[src/rtl/demux_pkg.sv]
// Shared constants and types for the 1:4 valid/ready demultiplexer.
package demux_pkg;

    localparam int LANES         = 4;
    localparam int SEL_W         = 2;
    localparam int DEFAULT_WIDTH = 4;
    localparam int DEFAULT_CNT_W = 7;

    typedef logic [SEL_W-1:0] lane_idx_t;

endpackage

[src/rtl/demux_lane.sv]
// One output lane: a single-entry buffer with backpressure and a wrapping
// count of words handed to the consumer.
module demux_lane
    import demux_pkg::*;
#(
    parameter int WIDTH = DEFAULT_WIDTH,
    parameter int CNT_W = DEFAULT_CNT_W
) (
    input  logic             clk,
    input  logic             reset,
    input  logic             wr_en,
    input  logic [WIDTH-1:0] wr_data,
    input  logic             rd_ready,
    output logic [WIDTH-1:0] data,
    output logic             valid,
    output logic [CNT_W-1:0] count,
    output logic             full
);

    logic drain;

    assign drain = valid & rd_ready;
    assign full  = valid;

    // A write wins over a drain so a same-cycle drain+write keeps valid high.
    always_ff @(posedge clk or negedge reset) begin
        if (!reset) begin
            data  <= '0;
            valid <= 1'b0;
            count <= '0;
        end else begin
            if (wr_en) begin
                data  <= wr_data;
                valid <= 1'b1;
            end else if (drain) begin
                valid <= 1'b0;
            end
            if (drain) begin
                count <= count + 1'b1;
            end
        end
    end

endmodule

[src/rtl/demux14_4b.sv]
// Registered 1:4 demultiplexer: steers each accepted word to one lane chosen
// by select or by a round-robin pointer.
module demux14_4b
    import demux_pkg::*;
#(
    parameter int WIDTH = DEFAULT_WIDTH,
    parameter int CNT_W = DEFAULT_CNT_W
) (
    input  logic             clk,
    input  logic             reset,
    input  logic [WIDTH-1:0] in,
    input  logic             in_valid,
    output logic             in_ready,
    input  logic [SEL_W-1:0] select,
    input  logic             rr_mode,
    output logic [WIDTH-1:0] out0,
    output logic [WIDTH-1:0] out1,
    output logic [WIDTH-1:0] out2,
    output logic [WIDTH-1:0] out3,
    output logic             out0_valid,
    output logic             out1_valid,
    output logic             out2_valid,
    output logic             out3_valid,
    input  logic             out0_ready,
    input  logic             out1_ready,
    input  logic             out2_ready,
    input  logic             out3_ready,
    output logic [CNT_W-1:0] count0,
    output logic [CNT_W-1:0] count1,
    output logic [CNT_W-1:0] count2,
    output logic [CNT_W-1:0] count3
);

    lane_idx_t        ptr;
    lane_idx_t        target;
    logic             accept;
    logic [LANES-1:0] full;
    logic [LANES-1:0] lane_valid;
    logic [LANES-1:0] rd_ready;
    logic [LANES-1:0] wr_en;
    logic [WIDTH-1:0] lane_data  [LANES];
    logic [CNT_W-1:0] lane_count [LANES];

    assign rd_ready = {out3_ready, out2_ready, out1_ready, out0_ready};
    assign target   = rr_mode ? ptr : select;

    // A full target lane can still take a word if it is draining this cycle.
    assign in_ready = !full[target] | rd_ready[target];
    assign accept   = in_valid & in_ready;

    always_comb begin
        wr_en         = '0;
        wr_en[target] = accept;
    end

    always_ff @(posedge clk or negedge reset) begin
        if (!reset) begin
            ptr <= '0;
        end else if (accept && rr_mode) begin
            ptr <= lane_idx_t'(ptr + 2'd1);
        end
    end

    for (genvar i = 0; i < LANES; i++) begin : g_lane
        demux_lane #(
            .WIDTH (WIDTH),
            .CNT_W (CNT_W)
        ) u_lane (
            .clk      (clk),
            .reset    (reset),
            .wr_en    (wr_en[i]),
            .wr_data  (in),
            .rd_ready (rd_ready[i]),
            .data     (lane_data[i]),
            .valid    (lane_valid[i]),
            .count    (lane_count[i]),
            .full     (full[i])
        );
    end

    assign out0       = lane_data[0];
    assign out1       = lane_data[1];
    assign out2       = lane_data[2];
    assign out3       = lane_data[3];
    assign out0_valid = lane_valid[0];
    assign out1_valid = lane_valid[1];
    assign out2_valid = lane_valid[2];
    assign out3_valid = lane_valid[3];
    assign count0     = lane_count[0];
    assign count1     = lane_count[1];
    assign count2     = lane_count[2];
    assign count3     = lane_count[3];

endmodule

[config.mk]
export PLATFORM = sky130hd
export DESIGN_NAME = demux14_4b
export DESIGN_NICKNAME = d
export VERILOG_FILES = /design/src/rtl/demux_pkg.sv /design/src/rtl/demux_lane.sv /design/src/rtl/demux14_4b.sv
export SDC_FILE = /design/constraint.sdc
export NUM_CORES = 1
export LEC_CHECK = 0
export ABC_CLOCK_PERIOD_IN_PS = 1200
export CORE_MARGIN = 5
export CORE_UTILIZATION = 42
export DETAILED_ROUTE_END_ITERATION = 10
export GPL_TIMING_DRIVEN = 0
export PLACE_DENSITY = 0.75
export SYNTH_ARGS = -nofsm -noshare
export SYNTH_HDL_FRONTEND = slang
export SYNTH_SLANG_ARGS = --single-unit
[constraint.sdc]
create_clock -name clk -period 1.2 [get_ports clk]
set_input_delay 0.3 -clock clk [delete_from_list [all_inputs] [get_ports clk]]
set_output_delay 0.3 -clock clk [all_outputs]
set_load 0.005 [all_outputs]
==> results of run 1 <==
-- cell families (layout without fill, tap and decap cells) --
family / Yosys count / after routing / share of synthesized area
and+or+nand+nor: 49 / 49 / 0.137
AOI/OAI and AO/OA: 4 / 4 / 0.0106
adders and majority gates: 4 / 4 / 0.0235
buffers and inverters: 1 / 117 / 0.00176
muxes: 26 / 26 / 0.141
DFF: 50 / 50 / 0.588
xor gates and xnor gates: 24 / 24 / 0.0988
-- metal layers --
metal | part of all wire | track usage | up-vias | wire length, µm
li1 | - | - | 773 | -
met1 | 0.41 | 0.186 | 781 | 1960
met2 | 0.52 | 0.291 | 38 | 2500
met3 | 0.060 | 0.0443 | 6 | 286
met4 | 0.011 | 0.0439 | 0 | 51
met5 | 0 | 0 | - | 0
-- layout by cell type (no fill, tap or decap), drive strengths merged --
cell type	count
buf	70
dfrtp	50
clkbuf	35
mux2	21
xnor2	17
nand2	15
nand3	11
nor2	8
xor2	7
clkdlybuf4s50	7
nand4	6
nand2b	5
mux2i	5
ha	4
o21ai	3
nand4b	2
dlygate4sd2	2
dlymetal6s2s	2
o31ai	1
and2	1
and3	1
clkdlybuf4s15	1
-- flip-flops by register name (all words and copies together) (netlist names) --
register             count
ptr                      2
g_lane.u_lane.full       4
g_lane.u_lane.data      16
g_lane.u_lane.count     28
-- through the flow --
stage / util / total power (µW) / hold slack [ns]
after floorplan: - / 3850 / 0.00441
after global placement: 0.574 / 5310 / 0.460
after detailed placement: 0.577 / 5390 / 0.332
after CTS: 0.658 / 6730 / 0.0138
after global routing: 0.662 / 7230 / 0.0391
final: 0.662 / 6710 / -0.0100
-- area by class of cell --
cell class              count  area (µm²)
fillers                   410        1690
flip-flops and latches     50        1250
multi-input cells         107        1090
repair buffers            111         802
well taps                  70        87.6
clock buffers               6        82.6
-- power groups by stage --
stage	registers, µW	clock network (µW)	logic (µW)
4_1_cts	2690	987	3060
3_3_place_gp	2860	0	2440
5_1_grt	2780	1090	3370
3_5_place_dp	2880	0	2510
6_report	2700	957	3060
2_1_floorplan	2860	0	989
-- synthesized netlist by cell type, drive strengths merged --
cell type  number
xor2            7
o21ai           3
o31ai           1
nand3          11
ha              4
mux2i           5
and2            1
nor2            8
nand4           6
dfrtp          50
and3            1
nand2b          5
nand2          15
clkbuf          1
xnor2          17
mux2           21
nand4b          2
-- what timing repair did --
| item | CTS | global route |
|---|---|---|
| pin swaps | 14 | 14 |
| setup endpoints to repair | 80 | 70 |
| setup buffers | 41 | 10 |
| gates resized for setup | 171 | 54 |
-- path summary, 6_finish.rpt --
check | from | to | slack (ns)
worst min register to register | g_lane[0].u_lane.count[3] | g_lane[0].u_lane.count[3] | 0.49
min in group clk | out0_ready | g_lane[0].u_lane.count[0] | 0.41
worst max-delay path | ptr[1] | in_ready | -0.51
worst max register to register | ptr[1] | g_lane[2].u_lane.data[3] | -0.24
max in group asynchronous | reset | g_lane[1].u_lane.count[5] | 0.67
worst min-delay path | reset | g_lane[3].u_lane.count[3] | -0.01
==> results.json, run 1 <==
{
  "tns_ns": -4.58,
  "fin_crit_ns": 1.71,
  "switching_share": 0.317,
  "worst_clock_skew_ns": 0.00324,
  "rsz0062_at_grt": "yes",
  "cts_buffers": 5,
  "endpoint_kind": "primary output",
  "hold_ws_ns": -0.0100,
  "yosysTopAreaCell": "dfrtp_1",
  "place_area_um2": 2890,
  "wl_um": 4800,
  "critical_path_required_ns": 0.90,
  "rows": 26,
  "drtAntennaViolNets": 0,
  "worstMarginPinSlew_ns": 0.577,
  "power_frac_clock": 0.143,
  "gp_congestion": 0.671,
  "setup_viol_count_final": 26,
  "drc": 0,
  "coreArea_um2": 5010,
  "clkSinkCount": 50,
  "setup_slack_ns": -0.511,
  "max-cap-violations": 0,
  "pre_cts_ws_ns": -1.35,
  "vdd_drop_max_v": 0.00104,
  "htree_levels": 2,
  "dr.pass1.iters": 4,
  "cp_slowest_stage_delay_ns": 0.42,
  "start_util": 0.425,
  "start_kind": "flop",
  "slew_headroom": 0.615,
  "clock_path_buffers": 2,
  "grt-ovfl-total": 0,
  "worst-setup-path-type": "flop to primary output",
  "final_max_slew_viol_count": 0,
  "yosys_warnings": 0,
  "slowest_stage": "dfrtp_1",
  "power.switching_uw": 2130,
  "vias": 1598,
  "cp_top_family": "multiplexers",
  "p_leak_uw": 0.00167,
  "fp.dieH_um": 81.2,
  "hold_violations": 8,
  "synth_cell_type_count": 21,
  "die_area_um2": 6590,
  "grt_pass1_vias": 1741,
  "seq_power_share": 0.401,
  "wl_per_cell_um": 13.9,
  "reg2regPathDepth": 4,
  "insertedDiodeCount": 0,
  "vias_per_cell": 4.65,
  "dpl.hpwl_um": 3200,
  "finalCritPeriodShare": 1.43,
  "synth_area_leaders": "dfrtp_1 59%, xnor2_1 7.0%, mux2_2 6.9%",
  "synthCells": 158,
  "crit_fanout": 3,
  "clock.fmax_mhz": 584,
  "finish.net_count": 293,
  "area_delta_synth_final_pct": 55.8,
  "root_buffer": "clkbuf_8",
  "antenna_found_initial": 0,
  "syn_nets": 176,
  "fin_area_um2": 3320,
  "ys_seq_area_frac": 0.588,
  "pin_count": 63,
  "arrival_ns": 1.41,
  "cts_tree": "built",
  "syn_area_per_cell_um2": 13.5,
  "violations": "negative hold slack, negative setup slack",
  "grt_pass1_wl_um": 8090,
  "status": "finished with violations",
  "syn_area_um2": 2130,
  "p_per_area_nw_per_um2": 2020,
  "pwr-share-comb": 0.456,
  "clk_latency_ns": 0.29,
  "path_common_cell": "mux2i_1",
  "drive_gt1_frac": 0.577,
  "grt_usage": 0.161,
  "path_clk_slew_ns": 0.09,
  "p_int_uw": 4590,
  "final_cells": 344,
  "hp-class": "input port to async pin",
  "fp.dieW_um": 81.2,
  "io_buffers": 62,
  "synthDominantCellAreaShare": 0.588,
  "synth_seq_cells": 50,
  "holdBufCountCts": 0,
  "cp_num_buf_inv": 1,
  "cp_num_cells": 4,
  "dp.cells": 291,
  "path_cells": "mux2i_4, mux2i_1, mux2i_1, buf_2",
  "grt_max_degree": 27,
  "drt-initial-drc-count": 44
}
Power figures use the tool's default switching activity.
==> run 2: changes to the inputs <==
CORE_MARGIN = default   (was 5)
==> run 2 against run 1 <==
Compared with the run above: the flow finishes with violations (negative setup slack); clock skew fell by 0.00064 ns; maximum frequency is 2.4% lower; clock-buffer cell count rose by 1; combinational power grew 7.8%; power increased by 4.4%; global-route usage up 3.3 points; clock power grew 4.0%; die area fell by 19%; register-to-register slack worse by 0.14 ns; via count increased by 3.2%; final area grew 1.7%; critical path type unchanged; critical endpoint unchanged; largest power group unchanged.
==> results.json, run 2 (synthesized netlist as in run 1, its figures left out) <==
{
  "status": "finished with violations",
  "violations": "negative setup slack",
  "switching_share": 0.322,
  "clkSinkCount": 50,
  "cts_buffers": 5,
  "hold_end": "g_lane[1].u_lane.count[2]",
  "endpoint_kind": "primary output",
  "wl_per_cell_um": 14.4,
  "htree_levels": 2,
  "p_leak_uw": 0.00168,
  "final_cells": 346,
  "vias": 1649,
  "grt-ovfl-total": 0,
  "rr_startpoint": "ptr[1]",
  "pin_count": 63,
  "hp-class": "input port to flop",
  "seq_power_share": 0.387,
  "power.switching_uw": 2260,
  "regMostFlops": "g_lane.u_lane.count",
  "utilization": 0.704,
  "final_max_slew_viol_count": 0,
  "grt_pass1_vias": 1647,
  "worst-setup-path-type": "flop to primary output",
  "drtAntennaViolNets": 0,
  "fp.dieW_um": 73.2,
  "root_buffer": "clkbuf_8",
  "rsz0062_at_grt": "yes",
  "clock_path_buffers": 2,
  "fp.dieH_um": 73.2,
  "crit_fanout": 4,
  "critical_path_required_ns": 0.90,
  "rows": 25,
  "antenna_found_initial": 0,
  "p_int_uw": 4750,
  "vdd_drop_max_v": 0.00115,
  "max-cap-violations": 0,
  "start_kind": "flop",
  "dp.cells": 288,
  "arrival_ns": 1.45,
  "reg2reg_to": "g_lane[3].u_lane.data[3]",
  "die_area_um2": 5360,
  "insertedDiodeCount": 0,
  "fin_crit_ns": 1.75,
  "grt_max_degree": 39,
  "drc": 0,
  "hold_violations": 0,
  "grt_pass1_wl_um": 7720,
  "drive_gt1_frac": 0.584,
  "drt-initial-drc-count": 43,
  "r2r_slack_ns": -0.38,
  "wl_um": 5000,
  "io_buffers": 62,
  "gp_congestion": 0.774,
  "hold_start": "out1_ready",
  "slew_headroom": 0.684,
  "p_per_area_nw_per_um2": 2080,
  "final_common_cell": "dfrtp_1",
  "finish.net_count": 296,
  "dpl.hpwl_um": 2980,
  "coreArea_um2": 4790,
  "reg2regPathDepth": 5,
  "power_frac_clock": 0.142,
  "start_util": 0.445,
  "worstMarginPinSlew_ns": 0.474,
  "final_cell_mix": "48 x dfrtp_1, 40 x buf_4, 34 x buf_2",
  "area_delta_synth_final_pct": 58.4,
  "setup_slack_ns": -0.553,
  "clk_latency_ns": 0.30,
  "grt_usage": 0.195,
  "clock.fmax_mhz": 570,
  "finalCritPeriodShare": 1.46,
  "path_clk_slew_ns": 0.09,
  "setup_viol_count_final": 26,
  "cts_tree": "built",
  "min_path_cells": 3,
  "worst_clock_skew_ns": 0.00261,
  "vias_per_cell": 4.77,
  "crit_path_start": "ptr[1]",
  "pwr-share-comb": 0.471,
  "dr.pass1.iters": 4,
  "largest_register_ffs": 28
}
-- run 2: cell types whose count changed in the layout (fill, tap and decap cells not counted), moves of 2 or more --
cell,before,now
ha_1,3,0
buf_6,10,14
buf_2,17,34
ha_4,1,4
buf_4,42,40
xnor2_2,2,0
clkbuf_2,29,12
xnor2_1,15,17
-- run 2: worst max path at each step --
| stage | to | slack [ns] |
|---|---|---|
| after detailed placement | in_ready | -1.34 |
| after CTS | in_ready | -0.54 |
| final | in_ready | -0.55 |
| after global placement | g_lane[3].u_lane.count[1] | -1.63 |
| after global routing | in_ready | -0.65 |
| after floorplan | g_lane[2].u_lane.data[0] | -0.12 |
-- run 2: cell type report --
class	instances	area (µm²)
clock buffers	7	86.3
clock inverters	1	5.00
fillers	349	1420
multi-input cells	107	1100
flip-flops and latches	50	1250
well taps	67	83.8
repair buffers	114	842
-- run 2: per-layer routing --
layer  up-vias  routed length [µm]  global-route usage
met2        42                2510               0.317
li1        785                   -                   -
met4         0                  88              0.0763
met5         -                   0                   0
met1       815                2100               0.231
met3         7                 301              0.0760
-- run 2: power by group through the flow --
stage               sequential [µW]  clock (µW)  combinational [µW]
finish                         2720         995                3300
global route                   2790        1100                3590
CTS                            2690        1030                2850
detailed placement             2880           0                2480
global placement               2890           0                2430
floorplan                      2860           0                 989
-- run 2: critical path: stages, from the launching register on --
cell	delay [ns]
dfrtp_1	0.42
mux2i_4	0.23
mux2i_1	0.26
mux2i_1	0.10
buf_2	0.14
-- run 2: through the flow --
| step | instance area (µm²) | TNS [ns] | total power (µW) | setup slack (ns) | hold WS [ns] |
|---|---|---|---|---|---|
| 4_1_cts | 3170 | -4.33 | 6570 | -0.543 | 0.412 |
| 3_3_place_gp | 2870 | -107.15 | 5320 | -1.63 | 0.461 |
| 2_1_floorplan | 2170 | -1.52 | 3850 | -0.119 | 0.00441 |
| 3_5_place_dp | 2890 | -25.63 | 5360 | -1.34 | 0.207 |
| 6_report | 3370 | -6.36 | 7010 | -0.553 | 0.395 |
| 5_1_grt | 3370 | -7.86 | 7480 | -0.648 | 0.390 |
-- run 2: what timing repair did --
| action | in CTS | in global routing |
|---|---|---|
| setup endpoints to repair | 80 | 52 |
| gates resized for setup | 198 | 48 |
| pin swaps | 11 | 10 |
| hold buffers | 1 | 0 |
| endpoints found under the hold margin | 12 | 0 |
| buffers inserted | 38 | 14 |
==> run 3: changes to the inputs <==
--- a/config.mk
+++ b/config.mk
@@ -8,4 +8,5 @@
 export ABC_CLOCK_PERIOD_IN_PS = 1200
 export CORE_UTILIZATION = 42
+export CTS_CLUSTER_SIZE = 30
 export DETAILED_ROUTE_END_ITERATION = 10
 export GPL_TIMING_DRIVEN = 0
==> constraint.sdc (replaced) <==
create_clock -name clk -period 1.2 [get_ports clk]
set_input_delay 0.3 -clock clk [delete_from_list [all_inputs] [get_ports clk]]
set_output_delay 0.3 -clock clk [all_outputs]
set_load 0.05 [all_outputs]
==> run 3 against run 2 <==
Compared with the run above: largest power group unchanged; worst setup slack got worse by 0.11 ns; non-clock buffer count fell by 11; clock skew rose by 0.0011 ns; hold slack got worse by 0.051 ns; wire length fell by 6.5%; sequential power rose by 8.1%; critical endpoint unchanged; global-route usage fell by 0.33 points; the flow still finishes with violations (negative setup slack).
==> results.json, run 3 (synthesized netlist as in run 1, its figures left out) <==
{
  "worst-setup-path-type": "flop to primary output",
  "regMostFlops": "g_lane.u_lane.count",
  "finalCritPeriodShare": 1.55,
  "switching_share": 0.450,
  "power_frac_clock": 0.104,
  "reg2regPathDepth": 7,
  "dpl.hpwl_um": 3100,
  "path_cells": "mux2i_4, mux2i_2, mux2i_4, buf_6",
  "wl_per_cell_um": 13.9,
  "p_per_area_nw_per_um2": 2720,
  "insertedDiodeCount": 0,
  "status": "finished with violations",
  "tns_ns": -8.95,
  "area_delta_synth_final_pct": 67.3,
  "vias": 1609,
  "drtAntennaViolNets": 0,
  "clkSinkCount": 50,
  "pin_count": 63,
  "cts_tree": "built",
  "endpoint_kind": "primary output",
  "die_area_um2": 5360,
  "grt-ovfl-total": 0,
  "dr.pass1.iters": 4,
  "drc": 0,
  "final_max_slew_viol_count": 0,
  "pwr-share-comb": 0.592,
  "cp_top_family": "multiplexers",
  "crit_fanout": 4,
  "rsz0062_at_grt": "yes",
  "p_int_uw": 5330,
  "hold_start": "out2_ready",
  "power.total_uw": 9680,
  "htree_levels": 2,
  "cts_buffers": 5,
  "fin_crit_ns": 1.86,
  "root_buffer": "clkbuf_8",
  "worst_clock_skew_ns": 0.00367,
  "final_cell_mix": "54 x buf_6, 34 x dfrtp_1, 34 x buf_4",
  "drt-initial-drc-count": 32,
  "critical_path_required_ns": 0.90,
  "p_leak_uw": 0.00169,
  "fp.dieH_um": 73.2,
  "grt_max_degree": 31,
  "grt_usage": 0.191,
  "hold_violations": 0,
  "io_buffers": 62,
  "worstMarginPinSlew_ns": 0.500,
  "cp_slowest_stage_delay_ns": 0.42,
  "path_common_cell": "mux2i_4",
  "seq_power_share": 0.304,
  "setup_viol_count_final": 31,
  "violations": "negative setup slack",
  "coreArea_um2": 4790,
  "arrival_ns": 1.56,
  "start_util": 0.445,
  "min_path_cells": 3,
  "clk_latency_ns": 0.30,
  "slowest_stage": "dfrtp_1",
  "power.switching_uw": 4350,
  "start_kind": "flop",
  "fp.dieW_um": 73.2,
  "vias_per_cell": 4.80,
  "clock_path_buffers": 2,
  "hold_end": "g_lane[2].u_lane.full",
  "rows": 25,
  "vdd_drop_max_v": 0.00181,
  "reg2reg_to": "g_lane[2].u_lane.data[1]",
  "antenna_found_initial": 0,
  "setup_slack_ns": -0.659,
  "cp_num_buf_inv": 1,
  "max-cap-violations": 0,
  "path_clk_slew_ns": 0.09,
  "finish.net_count": 285,
  "grt_pass1_wl_um": 7700,
  "clock.fmax_mhz": 538,
  "gp_congestion": 0.729,
  "drive_gt1_frac": 0.619,
  "wl_um": 4670,
  "rr_startpoint": "ptr[1]",
  "slew_headroom": 0.666,
  "grt_pass1_vias": 1623,
  "r2r_slack_ns": -0.50,
  "hp-class": "input port to flop",
  "utilization": 0.744,
  "final_common_cell": "buf_6",
  "largest_register_ffs": 28
}
run 3: final cells by class:
type                            instances  area (µm²)
Sequential cell                        50        1270
Fill cell                             327        1230
Multi-Input combinational cell        107        1090
Timing Repair Buffer                  103        1030
Clock buffer                            7        86.3
Tap cell                               67        83.8
Clock inverter                          1        5.00
run 3: power groups by stage:
| stage | logic, µW | registers, µW | clock network (µW) |
|---|---|---|---|
| floorplan | 1120 | 4980 | 0 |
| detailed placement | 4690 | 2970 | 0 |
| CTS | 5460 | 2890 | 1040 |
| finish | 5730 | 2940 | 1000 |
| global placement | 4620 | 2960 | 0 |
| global route | 6000 | 3040 | 1100 |
run 3: worst max path at each step:
stage,from,cells past startpoint,end
final,ptr[1],4,in_ready
after global routing,ptr[1],4,in_ready
after CTS,ptr[1],4,in_ready
after detailed placement,rr_mode,5,in_ready
after global placement,reset,1,g_lane[1].u_lane.count[1]
after floorplan,ptr[1],3,in_ready
run 3: metal layers:
layer,GRT usage,vias up,part of all wire
met5,0,-,0
met4,0.0523,0,0.012
met3,0.0773,7,0.070
met2,0.311,47,0.49
met1,0.236,793,0.43
li1,-,762,-
run 3: worst reg2reg max path, cell delays in order, from the launching register on:
cell and delay, ns:
dfrtp_1 0.42, mux2i_4 0.26, buf_4 0.16, buf_4 0.10, buf_6 0.08, buf_6 0.09
nand4b_4 0.17, mux2_4 0.32
run 3: repair_timing:
| action | 4_1_cts | 5_1_grt |
|---|---|---|
| pin swaps | 0 | 7 |
| resized for setup | 346 | 25 |
| setup endpoints to repair | 74 | 61 |
| hold endpoints to repair | 20 | 0 |
| hold buffers | 1 | 0 |
| buffers inserted | 34 | 5 |
run 3: through the flow:
| stage | setup WS [ns] | hold slack (ns) | std cells | area (µm²) |
|---|---|---|---|---|
| 6_report | -0.659 | 0.345 | 335 | 3560 |
| 4_1_cts | -0.646 | 0.488 | 330 | 3410 |
| 3_5_place_dp | -1.69 | 0.302 | 288 | 3000 |
| 3_3_place_gp | -1.86 | 0.461 | 287 | 2990 |
| 5_1_grt | -0.732 | 0.346 | 335 | 3560 |
| 2_1_floorplan | -0.293 | 0.00441 | 158 | 2280 |
==> RTL change: new RTL, settings of run 2 <==
Add an input register stage for `rr_mode`, with the module's reset; this delays it by one clock. The other inputs are not delayed to match.
--- a/src/rtl/demux14_4b.sv
+++ b/src/rtl/demux14_4b.sv
@@ -31,6 +31,16 @@
     output logic [CNT_W-1:0] count3
 );
 
+    logic rr_mode_q;
+
+    always_ff @(posedge clk or negedge reset) begin
+        if (!reset) begin
+            rr_mode_q <= '0;
+        end else begin
+            rr_mode_q <= rr_mode;
+        end
+    end
+
     lane_idx_t        ptr;
     lane_idx_t        target;
     logic             accept;
@@ -42,7 +52,7 @@
     logic [CNT_W-1:0] lane_count [LANES];
 
     assign rd_ready = {out3_ready, out2_ready, out1_ready, out0_ready};
-    assign target   = rr_mode ? ptr : select;
+    assign target   = rr_mode_q ? ptr : select;
 
     // A full target lane can still take a word if it is draining this cycle.
     assign in_ready = !full[target] | rd_ready[target];
@@ -56,7 +66,7 @@
     always_ff @(posedge clk or negedge reset) begin
         if (!reset) begin
             ptr <= '0;
-        end else if (accept && rr_mode) begin
+        end else if (accept && rr_mode_q) begin
             ptr <= lane_idx_t'(ptr + 2'd1);
         end
     end
Behaviour: not the same (a bounded check fails within 4 cycles, from zero or initial values and one cycle with reset low).
==> RTL change against run 2 <==
- the flow still finishes with violations (negative setup slack)
- total power up 1.4%
- sequential cell count up 1
- highest routed layer unchanged
- combinational power up 3%
- synthesized area up 1.3%
- final area up 3.5%
- hold slack better by 0.032 ns
- worst setup slack worse by 0.14 ns
- register-to-register slack worse by 0.07 ns
- routed wire length up 4.5%
==> RTL change: results (changes against run 2) <==
metric,value,unit,change
worstReg2RegEnd,g_lane[3].u_lane.data[2],,was g_lane[3].u_lane.data[3]
io_buffers,62,,unchanged
vias_per_cell,4.82,,was 4.77
synth_nets,176,,unchanged
cp_max_fo,4,,unchanged
ir_drop,0.00111,V,was 0.00115 V
largest_reg_flops,28,,unchanged
holdCritStartpoint,rr_mode,,was out1_ready
grt_use_met1,0.237,,was 0.231
violations,negative setup slack,,unchanged
place_hpwl,3070,µm,was 2980 µm
use_met3,0.0562,,was 0.0760
largest-register,g_lane.u_lane.count,,unchanged
grt_pass1_wl,7790,µm,was 7720 µm
status,finished with violations,,unchanged
synth_cell_type_count,23,,was 21
reg2reg_depth,5,,unchanged
htree_levels,2,,unchanged
r2r_setup_slack,-0.45,ns,was -0.38 ns
async_reset_ff_frac,1.00,,unchanged
cts_made_buffers,5,,unchanged
synth_area_leaders,"dfrtp_1 (59%), mux2_2 (11%), xnor2_1 (6.9%)",,"was dfrtp_1 (59%), xnor2_1 (7.0%), mux2_2 (6.9%)"
muxShareOfSynthArea,0.139,,was 0.141
whs_endpoint,rr_mode_q,,was g_lane[1].u_lane.count[2]
use_met2,0.336,,was 0.317
wl,5220,µm,was 5000 µm
fin_skew,0.00644,ns,was 0.00261 ns
synthXorXnorAreaFrac,0.0975,,was 0.0988
p_leak,1.72,nW,was 1.68 nW
firstDrtPassIters,4,,unchanged
synth_warnings,0,,unchanged
hold_class,in -> reg,,unchanged
ys_seq_area_frac,0.592,,was 0.588
synthAdderAreaFrac,0.0232,,was 0.0235
slew_headroom,0.647,,was 0.684
grt_max_degree,32,,was 39
setup_viol,30,,was 26
drive_above_1_share,0.612,,was 0.584
clk_path_buf_depth,2,,unchanged
setup_ws,-0.689,ns,was -0.553 ns
r2r-start,rr_mode_q,,was ptr[1]
finalWeightedCongestion,0.768,,was 0.774
place_ws,-1.05,ns,was -1.34 ns
hold_path_depth,1,,was 3
synth_commonest_cells,"dfrtp_1 (51), mux2_2 (21), xnor2_1 (17)",,"was dfrtp_1 (50), xnor2_1 (17), nand2_1 (15)"
grt_use_total,0.194,,was 0.195
fill_cells,352,,was 349
drt_iter0_drc,69,,was 43
arrival,1.59,ns,was 1.45 ns
finish.net_count,306,,was 296
synth_compound_area_frac,0.0122,,was 0.0106
## RTL change: through the flow
| step | hold slack (ns) | cells | area (µm²) | setup TNS, ns |
|---|---|---|---|---|
| floorplan | 0.00441 | 158 | 2190 | -3.56 |
| global placement | 0.462 | 287 | 2890 | -103.28 |
| detailed placement | 0.296 | 288 | 2910 | -18.54 |
| CTS | 0.416 | 340 | 3290 | -6.75 |
| global route | 0.423 | 356 | 3490 | -10.52 |
| finish | 0.427 | 356 | 3490 | -9.03 |
## RTL change: timing repair
action,CTS,global route
gates cloned,0,0
setup endpoints to repair,80,65
hold endpoints to repair,20,0
buffers inserted,44,17
gates resized for setup,177,62
hold buffers,1,0
pin swaps,8,16
## RTL change: power breakdown
part	internal (mW)	total, mW	switching [mW]
clock	0.400	0.954	0.554
combinational	2.07	3.39	1.32
sequential	2.34	2.76	0.420
## RTL change: cells by family (layout without fill, tap and decap cells)
logic type / Yosys count / count (layout)
buf+inv: 1 / 132
flops: 51 / 51
mux: 26 / 26
fa+ha+maj: 4 / 4
compound gates: 4 / 4
xor+xnor: 24 / 24
simple gates: 48 / 48
## RTL change: metal layers
metal	vias to the layer above	wire length (µm)
met5	-	0
met4	0	68
met3	9	272
met2	64	2680
met1	839	2200
li1	805	-
## RTL change: how the worst max path moves through the flow
stage                         start                       end  slack [ns]  cells after the start
after floorplan           rr_mode_q  g_lane[2].u_lane.data[0]       -0.22                      3
after global placement        reset                 rr_mode_q       -1.86                      1
after detailed placement  select[1]                  in_ready       -1.05                      5
after CTS                 rr_mode_q                  in_ready       -0.68                      4
after global routing      rr_mode_q                  in_ready       -0.76                      4
final                     rr_mode_q                  in_ready       -0.69                      4
## RTL change: worst max-delay path, stage by stage (launching register included)
cell and delay [ns]:
dfrtp_2 0.43, mux2i_4 0.33, mux2i_2 0.29, mux2i_1 0.10, buf_2 0.14
## RTL change: cell type report
type / count / area share
clock buffer: 5 / 0.0197
clock inverter: 3 / 0.00430
multi-input combinational: 106 / 0.317
sequential: 51 / 0.367
tap: 67 / 0.0240
timing repair buffer: 124 / 0.268
